## src/rtl/btn_sw_conditioner_pkg.sv

```systemverilog
// Shared defaults for the button/switch input conditioner.
// Widths and limits here are the board defaults; instances may override them.
package btn_sw_conditioner_pkg;

    localparam int NB_BTN      = 4;
    localparam int NB_SW       = 4;
    localparam int NB_DEB      = 20;
    localparam int DEB_LIMIT   = 2**19;
    localparam int NB_LONG     = 26;
    localparam int LONG_LIMIT  = 2**25;
    localparam int SYNC_STAGES = 2;

endpackage

```

## src/rtl/btn_sw_conditioner_if.sv

```systemverilog
// Raw button/switch inputs and conditioned level/pulse outputs.
// The master drives the raw inputs; the slave is the conditioner.
interface btn_sw_conditioner_if #(
    parameter int BTN_W = btn_sw_conditioner_pkg::NB_BTN,
    parameter int SW_W  = btn_sw_conditioner_pkg::NB_SW
);

    logic [BTN_W-1:0] i_btn;
    logic [SW_W-1:0]  i_sw;
    logic [BTN_W-1:0] o_btn;
    logic [BTN_W-1:0] o_btn_rise;
    logic [BTN_W-1:0] o_btn_fall;
    logic [SW_W-1:0]  o_sw;
    logic [BTN_W-1:0] o_btn_long;

    modport master (
        output i_btn, i_sw,
        input  o_btn, o_btn_rise, o_btn_fall, o_sw, o_btn_long
    );

    modport slave (
        input  i_btn, i_sw,
        output o_btn, o_btn_rise, o_btn_fall, o_sw, o_btn_long
    );

endinterface

```

## src/rtl/btn_sw_conditioner_debounce_chan.sv

```systemverilog
// One conditioned channel: synchronizer, debounce counter, stable level, edge pulses.
// Long-press detection is built only when BTN_LONG_PRESS_EN is defined.
module debounce_chan #(
    parameter int NB_DEB     = btn_sw_conditioner_pkg::NB_DEB,
    parameter int DEB_LIMIT  = btn_sw_conditioner_pkg::DEB_LIMIT,
    parameter int NB_LONG    = btn_sw_conditioner_pkg::NB_LONG,
    parameter int LONG_LIMIT = btn_sw_conditioner_pkg::LONG_LIMIT
) (
    input  logic clock,
    input  logic ck_rst,
    input  logic raw,
    output logic level,
    output logic rise,
    output logic fall,
    output logic long_pulse
);
    import btn_sw_conditioner_pkg::SYNC_STAGES;

    localparam logic [NB_DEB-1:0] DEB_LAST = NB_DEB'(DEB_LIMIT - 1);

    logic [SYNC_STAGES-1:0] sync_reg;
    logic [NB_DEB-1:0]      cnt_reg, cnt_next;
    logic                   stable_reg, stable_next;
    logic                   rise_reg, rise_next;
    logic                   fall_reg, fall_next;
    logic                   synced;

    assign synced = sync_reg[SYNC_STAGES-1];

    always_ff @(posedge clock or negedge ck_rst) begin
        if (!ck_rst) begin
            sync_reg   <= '0;
            cnt_reg    <= '0;
            stable_reg <= 1'b0;
            rise_reg   <= 1'b0;
            fall_reg   <= 1'b0;
        end else begin
            sync_reg   <= {sync_reg[SYNC_STAGES-2:0], raw};
            cnt_reg    <= cnt_next;
            stable_reg <= stable_next;
            rise_reg   <= rise_next;
            fall_reg   <= fall_next;
        end
    end

    // Any agreeing sample discards the run, so bounces never accumulate credit.
    always_comb begin
        cnt_next    = cnt_reg;
        stable_next = stable_reg;
        rise_next   = 1'b0;
        fall_next   = 1'b0;
        if (synced == stable_reg) begin
            cnt_next = '0;
        end else if (cnt_reg >= DEB_LAST) begin
            cnt_next    = '0;
            stable_next = synced;
            rise_next   = synced;
            fall_next   = !synced;
        end else begin
            cnt_next = cnt_reg + 1'b1;
        end
    end

    assign level = stable_reg;
    assign rise  = rise_reg;
    assign fall  = fall_reg;

`ifdef BTN_LONG_PRESS_EN
    localparam logic [NB_LONG-1:0] LONG_LAST = NB_LONG'(LONG_LIMIT - 1);

    logic [NB_LONG-1:0] long_cnt_reg;
    logic               long_done_reg;
    logic               long_reg;

    // Counting starts the cycle after the level rises; a release on the same edge wins.
    always_ff @(posedge clock or negedge ck_rst) begin
        if (!ck_rst) begin
            long_cnt_reg  <= '0;
            long_done_reg <= 1'b0;
            long_reg      <= 1'b0;
        end else if (!stable_next) begin
            long_cnt_reg  <= '0;
            long_done_reg <= 1'b0;
            long_reg      <= 1'b0;
        end else if (stable_reg) begin
            if (long_cnt_reg != LONG_LAST) begin
                long_cnt_reg <= long_cnt_reg + 1'b1;
            end
            long_reg <= (long_cnt_reg == LONG_LAST) && !long_done_reg;
            if (long_cnt_reg == LONG_LAST) begin
                long_done_reg <= 1'b1;
            end
        end else begin
            long_reg <= 1'b0;
        end
    end

    assign long_pulse = long_reg;
`else
    assign long_pulse = 1'b0;
`endif

endmodule

```

## src/rtl/btn_sw_conditioner.sv

```systemverilog
// Board input front end: debounced levels for buttons and switches, press/release pulses
// for buttons, and an optional long-press pulse enabled by BTN_LONG_PRESS_EN.
module btn_sw_conditioner #(
    parameter int NB_BTN     = btn_sw_conditioner_pkg::NB_BTN,
    parameter int NB_SW      = btn_sw_conditioner_pkg::NB_SW,
    parameter int NB_DEB     = btn_sw_conditioner_pkg::NB_DEB,
    parameter int DEB_LIMIT  = btn_sw_conditioner_pkg::DEB_LIMIT,
    parameter int NB_LONG    = btn_sw_conditioner_pkg::NB_LONG,
    parameter int LONG_LIMIT = btn_sw_conditioner_pkg::LONG_LIMIT
) (
    input  logic                  clock,
    input  logic                  ck_rst,
    btn_sw_conditioner_if.slave   bus
);

    for (genvar gi = 0; gi < NB_BTN; gi++) begin : g_btn
        debounce_chan #(
            .NB_DEB    (NB_DEB),
            .DEB_LIMIT (DEB_LIMIT),
            .NB_LONG   (NB_LONG),
            .LONG_LIMIT(LONG_LIMIT)
        ) u_chan (
            .clock     (clock),
            .ck_rst    (ck_rst),
            .raw       (bus.i_btn[gi]),
            .level     (bus.o_btn[gi]),
            .rise      (bus.o_btn_rise[gi]),
            .fall      (bus.o_btn_fall[gi]),
            .long_pulse(bus.o_btn_long[gi])
        );
    end

    // Switches are level-only; their pulse outputs have no consumer.
    for (genvar gi = 0; gi < NB_SW; gi++) begin : g_sw
        debounce_chan #(
            .NB_DEB    (NB_DEB),
            .DEB_LIMIT (DEB_LIMIT),
            .NB_LONG   (NB_LONG),
            .LONG_LIMIT(LONG_LIMIT)
        ) u_chan (
            .clock     (clock),
            .ck_rst    (ck_rst),
            .raw       (bus.i_sw[gi]),
            .level     (bus.o_sw[gi]),
            .rise      (),
            .fall      (),
            .long_pulse()
        );
    end

endmodule

```

## src/flat_wrapper.sv

```systemverilog
// flat-port wrapper written by rule: the top's interface ports become plain ports
module btn_sw_conditioner_flat 
#(
    parameter int NB_BTN     = btn_sw_conditioner_pkg::NB_BTN,
    parameter int NB_SW      = btn_sw_conditioner_pkg::NB_SW,
    parameter int NB_DEB     = btn_sw_conditioner_pkg::NB_DEB,
    parameter int DEB_LIMIT  = btn_sw_conditioner_pkg::DEB_LIMIT,
    parameter int NB_LONG    = btn_sw_conditioner_pkg::NB_LONG,
    parameter int LONG_LIMIT = btn_sw_conditioner_pkg::LONG_LIMIT
)
  (clock, ck_rst, bus_i_btn, bus_i_sw, bus_o_btn, bus_o_btn_rise, bus_o_btn_fall, bus_o_sw, bus_o_btn_long);
  btn_sw_conditioner_if #(.BTN_W((4)), .SW_W((4))) bus_i ();
  input  logic clock;
  input  logic ck_rst;
  input wire logic [$bits(bus_i.i_btn)-1:0] bus_i_btn;
  input wire logic [$bits(bus_i.i_sw)-1:0] bus_i_sw;
  output wire logic [$bits(bus_i.o_btn)-1:0] bus_o_btn;
  output wire logic [$bits(bus_i.o_btn_rise)-1:0] bus_o_btn_rise;
  output wire logic [$bits(bus_i.o_btn_fall)-1:0] bus_o_btn_fall;
  output wire logic [$bits(bus_i.o_sw)-1:0] bus_o_sw;
  output wire logic [$bits(bus_i.o_btn_long)-1:0] bus_o_btn_long;
  assign bus_i.i_btn = bus_i_btn;
  assign bus_i.i_sw = bus_i_sw;
  assign bus_o_btn = bus_i.o_btn;
  assign bus_o_btn_rise = bus_i.o_btn_rise;
  assign bus_o_btn_fall = bus_i.o_btn_fall;
  assign bus_o_sw = bus_i.o_sw;
  assign bus_o_btn_long = bus_i.o_btn_long;
  btn_sw_conditioner #(.NB_BTN(NB_BTN), .NB_SW(NB_SW), .NB_DEB(NB_DEB), .DEB_LIMIT(DEB_LIMIT), .NB_LONG(NB_LONG), .LONG_LIMIT(LONG_LIMIT)) u_core (.clock(clock), .ck_rst(ck_rst), .bus(bus_i));
endmodule
```

## config.mk

```make
export PLATFORM = sky130hd
export DESIGN_NAME = btn_sw_conditioner_flat
export DESIGN_NICKNAME = d
export VERILOG_FILES = /design/src/rtl/btn_sw_conditioner_pkg.sv /design/src/rtl/btn_sw_conditioner_if.sv /design/src/rtl/btn_sw_conditioner_debounce_chan.sv /design/src/rtl/btn_sw_conditioner.sv /design/src/flat_wrapper.sv
export SDC_FILE = /design/constraint.sdc
export NUM_CORES = 1
export LEC_CHECK = 0
export BUFFER_PORTS_ARGS = -buffer_cell sky130_fd_sc_hd__buf_2
export CAP_MARGIN = 20
export CORE_MARGIN = 2
export CORE_UTILIZATION = 50
export CTS_CLUSTER_DIAMETER = 60
export DETAILED_ROUTE_END_ITERATION = 6
export PLACE_DENSITY = 0.78
export SETUP_SLACK_MARGIN = 0.1
export SLEW_MARGIN = 20
export SYNTH_ARGS = -nofsm -noshare
export SYNTH_HDL_FRONTEND = slang
export SYNTH_SLANG_ARGS = --single-unit
```

## constraint.sdc

```tcl
create_clock -name clock -period 5.5 [get_ports clock]
set_input_delay 1.1 -clock clock [delete_from_list [all_inputs] [get_ports clock]]
set_output_delay 1.1 -clock clock [all_outputs]
set_load 0.01 [all_outputs]
```

==> results of run 1 <==
## cell usage in the layout (no fill, tap or decap), types with 2 or more instances in the layout
cell and n:
o31ai_1 9, o21ai_0 23, nor3_1 24, clkbuf_16 17, xor2_1 29, o31a_1 2, clkinvlp_4 3, inv_1 30
clkbuf_8 4, nand2b_1 5, xnor2_1 78, buf_4 2, nand3_1 58, and4_1 5, a21o_1 2, and3_1 17
nand2_1 41, and2_1 3, nand4_1 28, mux2_2 8, nor4b_1 3, dfrtp_1 192, ha_1 8, buf_2 24
o21ba_2 3, nor4_1 25, o21bai_1 3, or2_2 6, conb_1 4, a21oi_1 34, nor3b_1 7, inv_6 2
or4_1 18, nand4_2 2, clkbuf_1 3, clkinv_2 2, or3_1 26, o21bai_2 2, nor2_1 137
## cells in the mapped netlist, types with 7 or more instances
cell type / count
a21oi_1: 34
and3_1: 17
buf_2: 7
buf_4: 23
dfrtp_1: 192
ha_1: 8
inv_1: 30
mux2_2: 8
nand2_1: 41
nand3_1: 58
nand4_1: 28
nor2_1: 137
nor3_1: 24
nor3b_1: 7
nor4_1: 25
o21ai_0: 23
o31ai_1: 9
or3_1: 26
or4_1: 18
xnor2_1: 78
xor2_1: 29
## metrics by stage
step                      utilization [%]  setup slack [ns]  std cells  hold WS [ns]
after floorplan                         -              3.53        883         0.331
after global placement               52.7              3.11       1099         0.333
after detailed placement             52.7              3.10       1099         0.335
after CTS                            55.9              3.09       1130         0.349
after global routing                 55.9              2.86       1130         0.359
final                                55.9              3.09       1130         0.347
## final timing paths
kind / start / endpoint / slack [ns] / depth (start not counted)
min in group asynchronous: ck_rst / u_core.g_sw[0].u_chan.sync_reg[1] / 0.79 / 1
min: u_core.g_btn[1].u_chan.sync_reg[0] / u_core.g_btn[1].u_chan.sync_reg[1] / 0.35 / 0
max reg2reg: u_core.g_btn[0].u_chan.cnt_reg[2] / u_core.g_btn[0].u_chan.cnt_reg[3] / 3.09 / 4
max in group asynchronous: ck_rst / u_core.g_btn[1].u_chan.level / 3.65 / 2
min reg2reg: u_core.g_btn[1].u_chan.sync_reg[0] / u_core.g_btn[1].u_chan.sync_reg[1] / 0.35 / 0
max: u_core.g_btn[0].u_chan.cnt_reg[2] / u_core.g_btn[0].u_chan.cnt_reg[3] / 3.09 / 4
## cells by family after synthesis
| family | Yosys count | synth area share, % |
|---|---|---|
| simple gates | 408 | 23.3 |
| flops | 192 | 53.5 |
| xor+xnor | 107 | 10.4 |
| compound gates | 89 | 6.55 |
| buf+inv | 66 | 3.90 |
| mux | 9 | 1.12 |
| fa+ha+maj | 8 | 1.12 |
| other cells | 1 | 0.0418 |
## area by class of cell
cell class / count / area (um^2)
Multi-Input combinational cell: 625 / 3830
Timing Repair Buffer: 27 / 149
Tap cell: 225 / 282
Sequential cell: 192 / 4800
Clock inverter: 8 / 80.1
Inverter: 30 / 113
Clock buffer: 23 / 478
Fill cell: 1514 / 7680
## routing by layer
| metal | GRT usage [%] | routed length (um) | part of all wire [%] |
|---|---|---|---|
| met1 | 21.8 | 7200 | 48 |
| met2 | 27.7 | 7340 | 49 |
| met3 | 4.35 | 310 | 2.1 |
| met4 | 4.76 | 74 | 0.50 |
| met5 | 0 | 0 | 0 |
## power by group
part	switching (mW)	internal, mW	total (mW)
logic	0.0622	0.0239	0.0861
registers	0.0186	1.43	1.45
clock network	0.502	0.659	1.16
==> results.yml, run 1 <==
synthesis:
  synth_largest_area_cell: "dfrtp_1"
  synth.area.top_cells: "dfrtp_1, xnor2_1, nor2_1"
  synth.avg_cell_area_um2: 10.2
  ys_seq_area_share_pct: 53.5
  synthFlopType: "dfrtp_1"
  ys_types: 50
  synth_edf_count: 0
  netlist_area_mm2: 0.00898
  async_reset_ff_share_pct: 100
  synth_top_area_share_pct: 53.5
  ys_ff_latch: 192
  yosys_warnings: 0
  netlist_instances: 880
finish:
  stdcell_area_mm2: 0.00974
  area_growth_pct: 8.49
  drive_above_1_share_pct: 9.28
  finalNetCount: 911
  antennaDiodeCount: 0
drt:
  vias_per_cell: 5.46
  via_count: 6166
  final_antenna_net_count: 0
  wl_per_cell_um: 13.2
  drtPass1Iterations: 4
  drc: 0
  drt_first_iter_violations: 318
  finalWirelength_um: 14900
sta:
  finalClockSkew_ns: 0.00861
  finalCriticalPeriod_ns: 2.41
  worst_pin_slew_ns: 0.963
  rsz0062_at_grt: "false"
  tns_ns: 0
  maxSlewHeadroom_pct: 35.4
  slew_violations: 0
  max_freq_ghz: 0.415
  period_share_pct: 43.8
  finalSetupViolCount: 0
  hold_viol: 0
cts:
  postCtsSetupBuffers: 0
  clockBufferDepth: 2
  htree_levels: 4
  clkLatencyLatePin_ns: 0.43
  cts.sinks: 192
  cts_made_buffers: 17
  cts.hold.buffers_added: 0
  cts_tree: "done"
  cts_root_buf: "clkbuf_16"
  clkTransAtPathRegs_ns: 0.06
  cts_resized: 0
critical_path:
  crit_path_max_incr_delay_ns: 0.70
  crit_required_ns: 5.78
  path_buf_inv: 0
  path_cells: "nand4_1 > or4_1 > o21ai_2 > nor2_1"
  arrival_ns: 2.69
  critPathCaptureType: "register"
  crit_type: "reg2reg"
  cp-start-kind: "register"
  critical_path.max_fanout: 19
  cpMaxStageDelayCell: "or4_1"
  crit_family: "simple AND/OR/NAND/NOR gates"
placed_design:
  dpl_cell_area_mm2: 0.00918
  portBuffers: 25
  place_congestion: 0.768
  dpl.hpwl_um: 9930
grt:
  grt_antenna_before_repair: 0
  gr-total-overflow: 0
  track_usage_pct: 16.7
  grt_pass1_wl_um: 25800
  grt_pass1_vias: 5891
  grt_max_degree: 116
die:
  dieArea_mm2: 0.0190
  die_w_um: 138
  start_util_pct: 51.5
  pin_count: 30
  die_h_um: 138
  rows: 48
  coreArea_mm2: 0.0174
min_path:
  hold_class: "reg2reg"
pwr:
  ir_drop_mv: 0.297
  power.leakage_nw: 4.03
  p_total_mw: 2.70
  powerDensity_mw_per_mm2: 277
status:
  status: "finished clean"
job:
  max-cap-violations: 0
(Power assumes the default switching activity.)
==> run 2: changes to the inputs <==
ABC_AREA = 1   (was not set)
PLACE_DENSITY = 0.81   (was 0.78)
clock period = 2 ns   (was 5.5 ns; I/O delays follow)
==> results.yml, run 2 <==
status:
  status: "finished clean"
sta:
  hold_viol: 0
  finalCriticalPeriod_ns: 1.62
  slew_violations: 0
  period_share_pct: 80.8
  tns_ns: 0
  max_freq_ghz: 0.618
  worst_hold_slack_ns: 0.0651
  finalSetupViolCount: 0
  rsz0062_at_grt: "false"
  finalClockSkew_ns: 0.0126
  setup_ws_ns: 0.383
cts:
  cts_root_buf: "clkbuf_16"
  cts_made_buffers: 17
  clkLatencyLatePin_ns: 0.43
  cts.hold.buffers_added: 1
  cts.sinks: 192
  clockBufferDepth: 2
  htree_levels: 4
  clkTransAtPathRegs_ns: 0.08
  postCtsSetupBuffers: 0
  cts_resized: 0
  cts_tree: "done"
drt:
  final_antenna_net_count: 0
  drc: 0
  via_count: 7459
  wl_per_cell_um: 11.5
  drt_first_iter_violations: 400
  finalWirelength_um: 17600
  vias_per_cell: 4.88
  drtPass1Iterations: 4
finish:
  multiInputGateArea_mm2: 0.00431
  area_growth_pct: 9.36
  ff_latch_area_mm2: 0.00480
  final_cell_mix: "nand2_1, nor2_1, dfrtp_1, inv_1, nand3_1"
  finalNetCount: 1267
  drive_above_1_share_pct: 11.3
  antennaDiodeCount: 0
  stdcell_count: 1527
  final_common_cell: "nand2_1"
  nFillCells: 1682
grt:
  grt_pass1_vias: 7465
  met2_usage_pct: 31.7
  grt_util_met3_pct: 3.92
  track_usage_pct: 18.1
  grt_util_met1_pct: 22.2
  grt_pass1_wl_um: 31200
  grt_max_degree: 50
  gr-total-overflow: 0
  grt_busiest_layer: "met2"
  grt_antenna_before_repair: 0
pwr:
  power.leakage_nw: 4.85
  ir_drop_mv: 0.559
  p_total_mw: 7.64
  powerDensity_mw_per_mm2: 706
synthesis:
  netlist_instances: 1222
  synth.area.top_cells: "dfrtp_1, nand2_1, nor2_1"
  netlist_area_mm2: 0.00990
  netlist_top_cells_count: "nand2_1, nor2_1, dfrtp_1, inv_1, nand3_1"
  yosysMostFrequentCell: "nand2_1"
  synth.avg_cell_area_um2: 8.11
  synthFlopType: "dfrtp_1"
  ys_seq_area_share_pct: 48.5
  ys_ff_latch: 192
  yosys_warnings: 0
  synth_edf_count: 0
  synth_top_area_share_pct: 48.5
  synth_largest_area_cell: "dfrtp_1"
  async_reset_ff_share_pct: 100
  ys_types: 31
critical_path:
  crit_path_max_incr_delay_ns: 0.42
  crit_required_ns: 2.31
  arrival_ns: 1.93
  crit_family: "simple AND/OR/NAND/NOR gates"
  setup.worst_path.start: "u_core.g_btn[2].u_chan.cnt_reg[0]"
  crit_type: "reg2reg"
  critPathCaptureType: "register"
  critical_path.max_fanout: 19
  r2r-start: "u_core.g_btn[2].u_chan.cnt_reg[0]"
  cp-start-kind: "register"
  path_buf_inv: 0
  cpMaxStageDelayCell: "dfrtp_1"
  path_cells: "ha_1 > nand3_2 > nor2_4 > nand4_4 > nand3_4 > nor2_1"
die:
  start_util_pct: 50.9
  pin_count: 30
  rows: 51
  coreArea_mm2: 0.0195
  die_w_um: 145
  dieArea_mm2: 0.0210
  die_h_um: 145
job:
  max-cap-violations: 0
placed_design:
  portBuffers: 25
  place_ws_ns: 0.406
  dpl.hpwl_um: 12200
  dpl.cell_count: 1494
  place_congestion: 0.855
min_path:
  min_from: "bus_i_sw[1]"
  hold_class: "in2reg"
run 2: final timing paths:
kind | to | slack [ns] | cells after the start
worst min register to register | u_core.g_sw[0].u_chan.sync_reg[1] | 0.35 | 0
worst max-delay path | u_core.g_btn[2].u_chan.cnt_reg[18] | 0.38 | 6
min in group asynchronous | u_core.g_sw[2].u_chan.cnt_reg[19] | 0.48 | 2
max in group asynchronous | u_core.g_btn[2].u_chan.cnt_reg[5] | 0.91 | 3
worst min-delay path | u_core.g_sw[1].u_chan.sync_reg[0] | 0.07 | 1
worst max register to register | u_core.g_btn[2].u_chan.cnt_reg[18] | 0.38 | 6
run 2: area by class of cell:
type                            instances  area share (%)
Sequential cell                       192            44.4
Clock inverter                         15            1.62
Clock buffer                           17            3.93
Tap cell                              265            3.06
Timing Repair Buffer                   36            2.37
Inverter                              140            4.85
Multi-Input combinational cell        862            39.8
run 2: cell families after synthesis:
group,Yosys count,synth area share (%)
fa+ha+maj,8,1.01
other cells,1,0.0379
xor+xnor,82,7.25
buf+inv,171,8.06
compound gates,21,1.33
flops,192,48.5
simple gates,747,33.8
run 2: stage by stage:
stage	cell area, um^2	util, %
floorplan	9920	-
global placement	10200	52.5
detailed placement	10200	52.5
CTS	10800	55.7
global route	10800	55.7
finish	10800	55.7
run 2: per-layer routing:
metal	vias up	wire, um
met5	-	0
met4	0	229
met3	24	478
met2	104	8810
met1	3530	8040
li1	3801	-
run 2: power by group:
part	leakage [nW]	switching (mW)	internal, mW
clock network	0.291	1.61	1.79
logic	1.93	0.184	0.0837
registers	2.63	0.0430	3.94
run 2: worst reg2reg max path, delay by kind of cell, from the launching register on:
kind                     cells  cell delay, ns
flip-flops                   1            0.42
AND/OR/NAND/NOR              5            0.87
adder cells (fa/ha/maj)      1            0.22
